==> config.mk <==
export PLATFORM = sky130hd
export DESIGN_NAME = uart_rx_os
export DESIGN_NICKNAME = d
export VERILOG_FILES = /design/src/rtl/uart_pkg.sv /design/src/rtl/uart_baud_tick.sv /design/src/rtl/uart_rx_os.sv
export SDC_FILE = /design/constraint.sdc
export NUM_CORES = 1
export LEC_CHECK = 0
export BUFFER_PORTS_ARGS = -buffer_cell sky130_fd_sc_hd__buf_2
export CORE_ASPECT_RATIO = 1.4
export CORE_MARGIN = 2
export CORE_UTILIZATION = 53
export DETAILED_ROUTE_END_ITERATION = 16
export GPL_ROUTABILITY_DRIVEN = 0
export PLACE_DENSITY = 0.73
export SLEW_MARGIN = 20
export SYNTH_ARGS = -nofsm -noshare
export SYNTH_HDL_FRONTEND = slang
export SYNTH_SLANG_ARGS = --single-unit
==> constraint.sdc <==
create_clock -name clk -period 2.1 [get_ports clk]
set_input_delay 0.21 -clock clk [delete_from_list [all_inputs] [get_ports clk]]
set_output_delay 0.21 -clock clk [all_outputs]
set_load 0.05 [all_outputs]
==> src/rtl/uart_pkg.sv <==
`default_nettype none
// ============================================================================
//  Module      : uart_pkg
//  Description : Shared types and helpers for the UART receive/transmit path:
//                parity selection, receiver state encoding and the 2-of-3
//                majority voter used for oversampled bit decisions.
//  Revision    : 1.0 - initial release
// ============================================================================
package uart_pkg;

  // Parity selection, matches the PARITY_TYPE parameter encoding
  typedef enum logic [1:0] {
    PARITY_NONE = 2'd0,
    PARITY_EVEN = 2'd1,
    PARITY_ODD  = 2'd2
  } parity_e;

  // Receiver FSM states, explicitly encoded in 3 bits
  typedef enum logic [2:0] {
    IDLE   = 3'd0,
    START  = 3'd1,
    DATA   = 3'd2,
    PARITY = 3'd3,
    STOP   = 3'd4,
    BRK    = 3'd5
  } rx_state_e;

  // 2-of-3 majority vote
  function automatic logic maj3(input logic a, input logic b, input logic c);
    return (a & b) | (a & c) | (b & c);
  endfunction

endpackage
`default_nettype wire

==> src/rtl/uart_baud_tick.sv <==
`default_nettype none
// ============================================================================
//  Module      : uart_baud_tick
//  Description : Oversample tick generator. Counts 0..CLK_DIV-1 while enabled
//                and asserts tick for one clk on the terminal count. Held at 0
//                while disabled so every enable starts a full period.
//  Revision    : 1.0 - initial release
// ============================================================================
module uart_baud_tick #(
  parameter int CLK_DIV = 27
) (
  input  logic clk,
  input  logic rst_n,
  input  logic en,
  output logic tick
);

  localparam int              C_CNT_W = (CLK_DIV > 1) ? $clog2(CLK_DIV) : 1;
  localparam logic [C_CNT_W-1:0] C_LAST = C_CNT_W'(CLK_DIV - 1);

  logic [C_CNT_W-1:0] r_cnt;

  // Divider counter: restarts from 0 whenever the enable drops
  always_ff @(posedge clk or negedge rst_n) begin
    if (!rst_n) begin
      r_cnt <= '0;
    end else if (!en) begin
      r_cnt <= '0;
    end else if (r_cnt == C_LAST) begin
      r_cnt <= '0;
    end else begin
      r_cnt <= r_cnt + C_CNT_W'(1);
    end
  end

  assign tick = en && (r_cnt == C_LAST);

endmodule
`default_nettype wire

==> src/rtl/uart_rx_os.sv <==
`default_nettype none
// ============================================================================
//  Module      : uart_rx_os
//  Description : Oversampling UART receiver. 2-flop input synchroniser,
//                3-sample majority vote per bit, start-bit glitch rejection,
//                parity and stop checks, valid/ready output with overrun flag.
//                Optional line-break detection enabled by defining the macro
//                UART_RX_BREAK_DET_EN; without it break_det is tied low and a
//                break frame is delivered as data 0 with frame_err set.
//  Revision    : 1.0 - initial release
// ============================================================================
module uart_rx_os
  import uart_pkg::*;
#(
  parameter int CLK_DIV     = 27,
  parameter int OVERSAMPLE  = 16,
  parameter int DATA_BITS   = 8,
  parameter int PARITY_TYPE = 1,
  parameter int STOP_BITS   = 1
) (
  input  logic                 clk,
  input  logic                 rst_n,
  input  logic                 rx,
  output logic [DATA_BITS-1:0] data_out,
  output logic                 valid,
  input  logic                 out_ready,
  output logic                 parity_err,
  output logic                 frame_err,
  output logic                 overrun,
  output logic                 busy,
  output logic                 break_det
);

  localparam int C_OS_W = $clog2(OVERSAMPLE);
  localparam int C_BC_W = $clog2(DATA_BITS + 1);

  // Sample points bracket the bit centre; the vote uses the third sample live
  localparam logic [C_OS_W-1:0] C_SMP0 = C_OS_W'(OVERSAMPLE / 2 - 1);
  localparam logic [C_OS_W-1:0] C_SMP1 = C_OS_W'(OVERSAMPLE / 2);
  localparam logic [C_OS_W-1:0] C_VOTE = C_OS_W'(OVERSAMPLE / 2 + 1);
  localparam logic [C_OS_W-1:0] C_WRAP = C_OS_W'(OVERSAMPLE - 1);

  localparam logic [C_BC_W-1:0] C_LAST_BIT  = C_BC_W'(DATA_BITS - 1);
  localparam logic              C_LAST_STOP = (STOP_BITS == 2) ? 1'b1 : 1'b0;
  localparam bit C_HAS_PAR = (PARITY_TYPE == int'(PARITY_EVEN)) ||
                             (PARITY_TYPE == int'(PARITY_ODD));

  // --------------------------------------------------------------------------
  // Signals
  // --------------------------------------------------------------------------
  logic                 r_rx_meta;
  logic                 r_rx_sync;

  rx_state_e            r_state;
  rx_state_e            w_next;

  logic                 w_baud_en;
  logic                 w_tick;
  logic                 w_busy;

  logic [C_OS_W-1:0]    r_os_cnt;
  logic                 r_smp0;
  logic                 r_smp1;
  logic                 w_vote_pt;
  logic                 w_wrap;
  logic                 w_bit;

  logic [C_BC_W-1:0]    r_bit_cnt;
  logic                 r_stop_cnt;
  logic [DATA_BITS-1:0] r_shift;
  logic                 r_par_bit;
  logic                 r_stop_err;

  logic                 w_shift_en;
  logic                 w_par_cap;
  logic                 w_stop_vote;
  logic                 w_final;
  logic                 w_par_err;
  logic                 w_frame_err;

  logic                 r_cmp_vld;
  logic [DATA_BITS-1:0] r_cmp_data;
  logic                 r_cmp_perr;
  logic                 r_cmp_ferr;

  logic [DATA_BITS-1:0] r_data_out;
  logic                 r_valid;
  logic                 r_parity_err;
  logic                 r_frame_err;
  logic                 r_overrun;

  // --------------------------------------------------------------------------
  // Input synchroniser (idle-high line, so flops reset to 1)
  // --------------------------------------------------------------------------
  // Two-flop synchroniser for the asynchronous rx pad
  always_ff @(posedge clk or negedge rst_n) begin
    if (!rst_n) begin
      r_rx_meta <= 1'b1;
      r_rx_sync <= 1'b1;
    end else begin
      r_rx_meta <= rx;
      r_rx_sync <= r_rx_meta;
    end
  end

  // --------------------------------------------------------------------------
  // Oversample tick
  // --------------------------------------------------------------------------
  uart_baud_tick #(
    .CLK_DIV (CLK_DIV)
  ) u_baud_tick (
    .clk   (clk),
    .rst_n (rst_n),
    .en    (w_baud_en),
    .tick  (w_tick)
  );

  // Position within the current bit; parked at 0 when not framing
  always_ff @(posedge clk or negedge rst_n) begin
    if (!rst_n) begin
      r_os_cnt <= '0;
    end else if ((r_state == IDLE) || (r_state == BRK)) begin
      r_os_cnt <= '0;
    end else if (w_tick) begin
      r_os_cnt <= (r_os_cnt == C_WRAP) ? '0 : r_os_cnt + C_OS_W'(1);
    end
  end

  // Capture the two early samples; the third is taken live at the vote point
  always_ff @(posedge clk or negedge rst_n) begin
    if (!rst_n) begin
      r_smp0 <= 1'b0;
      r_smp1 <= 1'b0;
    end else if (w_tick) begin
      if (r_os_cnt == C_SMP0) r_smp0 <= r_rx_sync;
      if (r_os_cnt == C_SMP1) r_smp1 <= r_rx_sync;
    end
  end

  assign w_vote_pt = w_tick && (r_os_cnt == C_VOTE);
  assign w_wrap    = w_tick && (r_os_cnt == C_WRAP);
  assign w_bit     = maj3(r_smp0, r_smp1, r_rx_sync);

  // --------------------------------------------------------------------------
  // Break detection support
  // --------------------------------------------------------------------------
`ifdef UART_RX_BREAK_DET_EN
  logic r_all_zero;
  logic w_is_break;
  logic r_cmp_brk;
  logic r_break_det;

  // Tracks whether every vote since the start bit has been 0
  always_ff @(posedge clk or negedge rst_n) begin
    if (!rst_n) begin
      r_all_zero <= 1'b0;
    end else if (r_state == START) begin
      r_all_zero <= 1'b1;
    end else if (w_vote_pt && w_bit) begin
      r_all_zero <= 1'b0;
    end
  end

  assign w_is_break = r_all_zero && !w_bit;

  // Break pulse is aligned with where valid would have risen
  always_ff @(posedge clk or negedge rst_n) begin
    if (!rst_n) begin
      r_cmp_brk   <= 1'b0;
      r_break_det <= 1'b0;
    end else begin
      r_cmp_brk   <= w_final && w_is_break;
      r_break_det <= r_cmp_brk;
    end
  end

  assign break_det = r_break_det;
`else
  assign break_det = 1'b0;
`endif

  // --------------------------------------------------------------------------
  // FSM
  // --------------------------------------------------------------------------
  // State register
  always_ff @(posedge clk or negedge rst_n) begin
    if (!rst_n) begin
      r_state <= IDLE;
    end else begin
      r_state <= w_next;
    end
  end

  // Next-state logic
  always_comb begin
    w_next = r_state;
    case (r_state)
      IDLE: begin
        if (!r_rx_sync) w_next = START;
      end
      START: begin
        // A high vote means the falling edge was a glitch
        if (w_vote_pt && w_bit) w_next = IDLE;
        else if (w_wrap)        w_next = DATA;
      end
      DATA: begin
        if (w_wrap && (r_bit_cnt == C_LAST_BIT)) w_next = C_HAS_PAR ? PARITY : STOP;
      end
      PARITY: begin
        if (w_wrap) w_next = STOP;
      end
      STOP: begin
        // The final stop bit ends at its vote point so the next start edge
        // can be caught without losing half a bit
        if (w_final) begin
`ifdef UART_RX_BREAK_DET_EN
          w_next = w_is_break ? BRK : IDLE;
`else
          w_next = IDLE;
`endif
        end
      end
      BRK: begin
        if (r_rx_sync) w_next = IDLE;
      end
      default: w_next = IDLE;
    endcase
  end

  // FSM output decode
  always_comb begin
    w_busy      = (r_state != IDLE);
    w_baud_en   = (r_state != IDLE) && (r_state != BRK);
    w_shift_en  = (r_state == DATA)   && w_vote_pt;
    w_par_cap   = (r_state == PARITY) && w_vote_pt;
    w_stop_vote = (r_state == STOP)   && w_vote_pt;
    w_final     = w_stop_vote && (r_stop_cnt == C_LAST_STOP);
  end

  assign busy = w_busy;

  // --------------------------------------------------------------------------
  // Frame datapath
  // --------------------------------------------------------------------------
  // Shift register, bit/stop counters and accumulated stop error
  always_ff @(posedge clk or negedge rst_n) begin
    if (!rst_n) begin
      r_shift    <= '0;
      r_bit_cnt  <= '0;
      r_stop_cnt <= 1'b0;
      r_par_bit  <= 1'b0;
      r_stop_err <= 1'b0;
    end else begin
      if (r_state == START) begin
        r_bit_cnt  <= '0;
        r_stop_cnt <= 1'b0;
        r_stop_err <= 1'b0;
      end
      if (w_shift_en)                      r_shift    <= {w_bit, r_shift[DATA_BITS-1:1]};
      if ((r_state == DATA) && w_wrap)     r_bit_cnt  <= r_bit_cnt + C_BC_W'(1);
      if (w_par_cap)                       r_par_bit  <= w_bit;
      if (w_stop_vote && !w_bit)           r_stop_err <= 1'b1;
      if ((r_state == STOP) && w_wrap)     r_stop_cnt <= 1'b1;
    end
  end

  if (PARITY_TYPE == int'(PARITY_EVEN)) begin : g_par_even
    assign w_par_err = ^{r_shift, r_par_bit};
  end else if (PARITY_TYPE == int'(PARITY_ODD)) begin : g_par_odd
    assign w_par_err = ~(^{r_shift, r_par_bit});
  end else begin : g_par_none
    assign w_par_err = 1'b0;
  end

  // Include the stop bit being voted right now
  assign w_frame_err = r_stop_err | ~w_bit;

  // Completion stage: frame result registered at the final vote
  always_ff @(posedge clk or negedge rst_n) begin
    if (!rst_n) begin
      r_cmp_vld  <= 1'b0;
      r_cmp_data <= '0;
      r_cmp_perr <= 1'b0;
      r_cmp_ferr <= 1'b0;
    end else begin
`ifdef UART_RX_BREAK_DET_EN
      r_cmp_vld <= w_final && !w_is_break;
`else
      r_cmp_vld <= w_final;
`endif
      if (w_final) begin
        r_cmp_data <= r_shift;
        r_cmp_perr <= w_par_err;
        r_cmp_ferr <= w_frame_err;
      end
    end
  end

  // --------------------------------------------------------------------------
  // Output holding register with valid/ready handshake and overrun
  // --------------------------------------------------------------------------
  // A completion always wins; overrun only if the old word was not taken
  always_ff @(posedge clk or negedge rst_n) begin
    if (!rst_n) begin
      r_data_out   <= '0;
      r_valid      <= 1'b0;
      r_parity_err <= 1'b0;
      r_frame_err  <= 1'b0;
      r_overrun    <= 1'b0;
    end else if (r_cmp_vld) begin
      r_data_out   <= r_cmp_data;
      r_parity_err <= r_cmp_perr;
      r_frame_err  <= r_cmp_ferr;
      r_valid      <= 1'b1;
      if (r_valid && !out_ready)     r_overrun <= 1'b1;
      else if (r_valid && out_ready) r_overrun <= 1'b0;
    end else if (r_valid && out_ready) begin
      r_valid   <= 1'b0;
      r_overrun <= 1'b0;
    end
  end

  assign data_out   = r_data_out;
  assign valid      = r_valid;
  assign parity_err = r_parity_err;
  assign frame_err  = r_frame_err;
  assign overrun    = r_overrun;

endmodule
`default_nettype wire
Word level (Yosys, flattened, before mapping)
Index checks and enable logic that the tools add are counted.
W data, S select, Z words.
{"block": "word_totals", "regBits": 54, "in_bits": 4, "output_inout_bits": 14, "wordCells": 102}
{"block": "op_classes", "bitwise_logic": 8, "n_addsub": 3, "mux": 23, "eq_ne": 18, "n_reduce_logical": 29}
{"cell": "$mux W3", "count": 7}
{"cell": "$mux W4", "count": 5}
{"cell": "$pmux W3 S6", "count": 1}
{"cell": "$logic_and A1 B1 Y1", "count": 15}
{"cell": "$eq A4 B4 Y1 const B", "count": 3}
{"cell": "$mux W5", "count": 2}
{"cell": "$ne A2 B2 Y1 const B", "count": 5}
{"cell": "$reduce_bool A2 Y1", "count": 5}
{"cell": "$reduce_xor A9 Y1", "count": 1}
{"cell": "$add A4 B1 Y4 const B", "count": 2}
{"cell": "$eq A4 B3 Y1 const B", "count": 2}
{"cell": "$mux W1", "count": 8}
{"cell": "$eq A3 B2 Y1 const B", "count": 2}
{"cell": "$eq A3 B3 Y1 const B", "count": 2}
{"cell": "$ne A3 B3 Y1 const B", "count": 2}
{"cell": "$reduce_and A6 Y1", "count": 1}
{"cell": "$add A5 B1 Y5 const B", "count": 1}
{"cell": "$eq A5 B5 Y1 const B", "count": 1}
{"cell": "$reduce_and A2 Y1", "count": 2}
{"cell": "$and A1 B1 Y1", "count": 3}
{"cell": "$eq A3 B1 Y1 const B", "count": 1}
{"cell": "$logic_not A3 Y1", "count": 1}
{"cell": "$or A1 B1 Y1", "count": 3}
{"cell": "$reduce_bool A3 Y1", "count": 1}
{"cell": "3 further kinds", "count": 5}

Logic depth before layout (Yosys ltp)
{"block": "logic_depth", "word_depth": 8, "ltp_mapped": 9, "depth_no_buf": 7}

By module
Synthesis repeated with hierarchy kept, for this count alone.
{"block": "unflattened", "cells_unflattened": 201, "hier_area_um2": 2513.7}
{"module": "uart_rx_os", "n_inst": 1, "seq_area_each_um2": 1228.7, "area_each_um2": 2238.4, "cells_each": 178}
{"module": "uart_baud_tick", "n_inst": 1, "seq_area_each_um2": 125.1, "area_each_um2": 275.3, "cells_each": 23}

Least setup slack after synthesis
OpenSTA, ideal clock, no wires.
{"block": "synth_timing", "kind": "reg-to-reg", "start": "register u_baud_tick.r_cnt[0]", "end": "register r_cmp_data[0]", "path_stages_with_launch": 9, "n_path_buf": 2, "arrival_time_ns": 1.921, "synth_period_minus_slack_ns": 2.046, "slack_ns": 0.054, "cell_sequence": "dfrtp_1 inv_1 ha_1 and4b_1 buf_6 nand4b_4 nor3_1 buf_2 mux2_2"}
{"block": "synth_between", "elab_chain_len": 5}
{"element": "start, declared", "line": "uart_baud_tick.sv:21", "text": "logic [C_CNT_W-1:0] r_cnt;"}
{"element": "start signal, assigned", "line": "uart_baud_tick.sv:32", "text": "r_cnt <= r_cnt + C_CNT_W'(1);"}
{"element": "$eq A5 B5 Y1", "line": "uart_baud_tick.sv:36", "text": "assign tick = en && (r_cnt == C_LAST);"}
{"element": "$logic_and A1 B1 Y1", "line": "uart_baud_tick.sv:36"}
{"element": "$logic_and A1 B1 Y1", "line": "uart_rx_os.sv:140", "text": "assign w_vote_pt = w_tick && (r_os_cnt == C_VOTE);"}
{"element": "$logic_and A1 B1 Y1", "line": "uart_rx_os.sv:236", "text": "w_stop_vote = (r_state == STOP) && w_vote_pt;"}
{"element": "$logic_and A1 B1 Y1", "line": "uart_rx_os.sv:237", "text": "w_final = w_stop_vote && (r_stop_cnt == C_LAST_STOP);"}
{"element": "named net w_final", "line": "uart_rx_os.sv:77", "text": "logic w_final;"}
{"element": "end signal, assigned", "line": "uart_rx_os.sv:292", "text": "r_cmp_data <= r_shift;"}
{"element": "end, declared", "line": "uart_rx_os.sv:82", "text": "logic [DATA_BITS-1:0] r_cmp_data;"}
The timed path passes the listed nets, and every way through them passes these cells.
A chain may end at the register's enable or synchronous reset.

Worst setup path after layout
{"block": "layout_timing", "start": "register u_baud_tick.r_cnt[0]", "end": "register r_state[2]"}
{"block": "layout_between", "elab_chain_len": 7, "elab_cells_between_ends": 15, "classes_between": "eq/ne: 5; mux: 2; reduce/logical: 8"}
{"element": "$eq A5 B5 Y1 *", "line": "uart_baud_tick.sv:36"}
{"element": "$logic_and A1 B1 Y1 *", "line": "uart_baud_tick.sv:36"}
{"element": "$logic_and A1 B1 Y1", "line": "uart_rx_os.sv:140"}
{"element": "$logic_and A1 B1 Y1", "line": "uart_rx_os.sv:236"}
{"element": "$logic_and A1 B1 Y1", "line": "uart_rx_os.sv:237"}
{"element": "$ne A2 B2 Y1 (no line)"}
{"element": "$reduce_and A6 Y1 (no line)"}
{"element": "end signal, assigned", "line": "uart_rx_os.sv:190", "text": "r_state <= w_next;"}
{"element": "end, declared", "line": "uart_rx_os.sv:54", "text": "rx_state_e r_state;"}
Every way passes the cells marked *; elsewhere a longest branch is shown, timed or not.

==> reports/metrics.cfg <==
[floorplan]
rows = 29
die_h_um = 85.1
die_w_um = 61.9
initial_core_util_pct = 54.9
coreArea_um2 = 4540
io_pins = 18
die_area_um2 = 5270

[sta]
grt_setup_unrepaired = yes
fin_skew_ns = 0.0107
final.setup.tns_ns = 0
hold_viol = 0
finalSetupViolations = 0
fmax_mhz = 491
drv_slew = 0
fin_crit_ns = 2.04
finalCritPeriodShare_pct = 96.9

[worst_setup_path]
cp_slowest_cell = dfrtp_1
cpPeakStageDelay_ns = 0.38
crit_buf_inv = 1
critPathMaxFanout = 6
startpoint_type = register
rr_endpoint = r_state[2]
reg2reg_from = u_baud_tick.r_cnt[0]
cp.arrival_ns = 2.23
critPathKind = register to register
critPathTopFamily = simple AND/OR/NAND/NOR gates
ff2ff_path_depth = 7
cp-end-kind = register
timing.critical_path.cells = inv_1 > ha_1 > and4b_2 > nand4b_4 > o311a_1 > or2_4 > mux2_4
required_ns = 2.29
r2r_slack_ns = 0.06
crit_cells = 7

[clocking]
numCtsBuffers = 5
cts_tree = done
htree_levels = 2
path_clk_slew_ns = 0.10
cts-root-buf = clkbuf_8
clock_tree.buffer_depth = 2
clock-sinks = 54
cts_setup_buffers = 0
clk_latency_ns = 0.31

[placed_design]
post_dp_cell_area_um2 = 2680
portBuffers = 16
dpl.hpwl_mm = 3.11
place_inst = 292

[synth]
async_reset_ff_share_pct = 100
syn_area_um2 = 2490
synth_area_leaders = dfrtp_1, mux2_2, ha_1
synthDistinctLibCells = 43
yosysTopAreaCell = dfrtp_1
yosys_warnings = 0
synth_edf_count = 0
yosysSeqAreaShare_pct = 54.4
synth_top_area_share_pct = 52.3
synth_top_flop_cell = dfrtp_1
netlist_instances = 210
syn_avg_cell_area_um2 = 11.9
synth_nets = 220
ys_ff_latch = 54

[drt]
first_pass_iters = 4
drc = 0
drt-initial-drc-count = 55
routed_wl_mm = 4.18
routed_via_density = 5.43
post_drt_wl_per_cell_um = 13.8
antenna_left = 0
vias = 1640

[cells_and_area]
final_area_um2 = 2800
area_growth_pct = 12.3
final_cell_count_no_fill = 302
final_nets = 249
layout_common_cells = dfrtp_1, mux2_2, nand2_1
final_common_cell = dfrtp_1
antenna_cells = 0
drive_gt1_share_pct = 30.4

[min_path]
min_from = out_ready
hp-class = input pin to register
hold_depth = 2

[power]
p_sw_w = 0.000363
power_frac_clock_pct = 36.0
ir_worst_vdd_v = 0.000459
power.density_nw_per_um2 = 603
p_comb_share_pct = 2.0
totalPowerFinal_w = 0.00168
p_leak_nw = 1.44
seqPwrFrac_pct = 62.0
switching_share_pct = 21.5
p_int_w = 0.00132

[global_routing]
grt_pass1_wl_mm = 7.27
grt_max_degree = 21
antenna_found_initial = 0
gr-total-overflow = 0
grt_pass1_vias = 1660
grt.total_usage_pct = 18.5

[flow_run]
cap_violations = 0

[run_status]
outcome = complete, no violations

[kinds of logic after synthesis]
kind of cell / synth area share (%)
fa+ha+maj: 3.01
simple gates: 12.9
xor+xnor: 4.57
mux: 14.3
flops: 54.4
other cells: 0.151
compound gates: 7.19
buf+inv: 3.57
[Yosys cell counts, types with 2 or more instances]
master	instances
a21o_1	2
buf_2	2
nand3_1	9
o21ai_0	11
dfrtp_1	52
nor2_1	15
xor2_1	6
nand2_1	17
buf_4	2
xnor2_1	7
a31oi_1	2
dfstp_2	2
ha_1	6
buf_6	3
mux2_2	28
nor2b_1	2
a21oi_1	10
nor4_1	2
mux2_4	2
inv_1	7
[routing by layer]
metal  vias up  wire length (um)  share of wire, %  track usage (%)
li1        787                 -                 -                -
met1       822              1650                40             21.0
met2        24              2350                56             32.7
met3         7                98               2.3             4.27
met4         0                76               1.8             6.19
met5         -                 0                 0                0
[sequential cells by signal, indices dropped and copies added, names as in the netlist, named ones only]
signal and cells:
r_bit_cnt 4, r_par_bit 1, r_stop_err 1, r_shift 8
frame_err 1, r_rx_sync 1, parity_err 1, r_cmp_data 8
r_stop_cnt 1, r_smp0 1, r_os_cnt 4, r_smp1 1
u_baud_tick.r_cnt 5, r_cmp_vld 1, valid 1, r_cmp_perr 1
r_rx_meta 1, data_out 8, r_state 3, r_cmp_ferr 1
[through the flow]
| step | worst slack [ns] | hold WS [ns] | utilization (%) |
|---|---|---|---|
| floorplan | 0.0545 | -0.0856 | - |
| global placement | 0.0847 | 0.158 | 59.0 |
| detailed placement | 0.0484 | 0.159 | 59.0 |
| CTS | 0.0424 | 0.0716 | 61.6 |
| global route | -0.0120 | 0.0866 | 61.6 |
| finish | 0.0647 | 0.0781 | 61.6 |
[power by group through the flow]
stage               registers [W]   logic [W]  clock network [W]
floorplan                 0.00106  0.00000753                  0
global placement          0.00106   0.0000326                  0
detailed placement        0.00106   0.0000329                  0
CTS                       0.00104   0.0000355           0.000632
global route              0.00104   0.0000399           0.000682
finish                    0.00104   0.0000339           0.000607
[cell type report]
cell class / instances / area, um^2
Timing Repair Buffer: 30 / 190
Fill cell: 387 / 1740
Clock buffer: 6 / 82.6
Multi-Input combinational cell: 141 / 1050
Clock inverter: 2 / 16.3
Inverter: 7 / 26.3
Sequential cell: 54 / 1350
Tap cell: 62 / 77.6
[worst max-delay path by stage]
stage	from	endpoint	slack, ns
3_5_place_dp	u_baud_tick.r_cnt[0]	r_state[0]	0.05
2_1_floorplan	u_baud_tick.r_cnt[0]	r_cmp_data[0]	0.05
6_report	u_baud_tick.r_cnt[0]	r_state[2]	0.06
4_1_cts	u_baud_tick.r_cnt[0]	r_state[2]	0.04
5_1_grt	u_baud_tick.r_cnt[0]	r_state[2]	-0.01
3_3_place_gp	u_baud_tick.r_cnt[0]	r_state[2]	0.08
[what timing repair did]
action                                  CTS  global route
hold buffers                              2             0
hold endpoints to repair                 17             0
endpoints found under the setup margin    0            10
gates resized for setup                   0             1
Power figures use the tool's default switching activity.
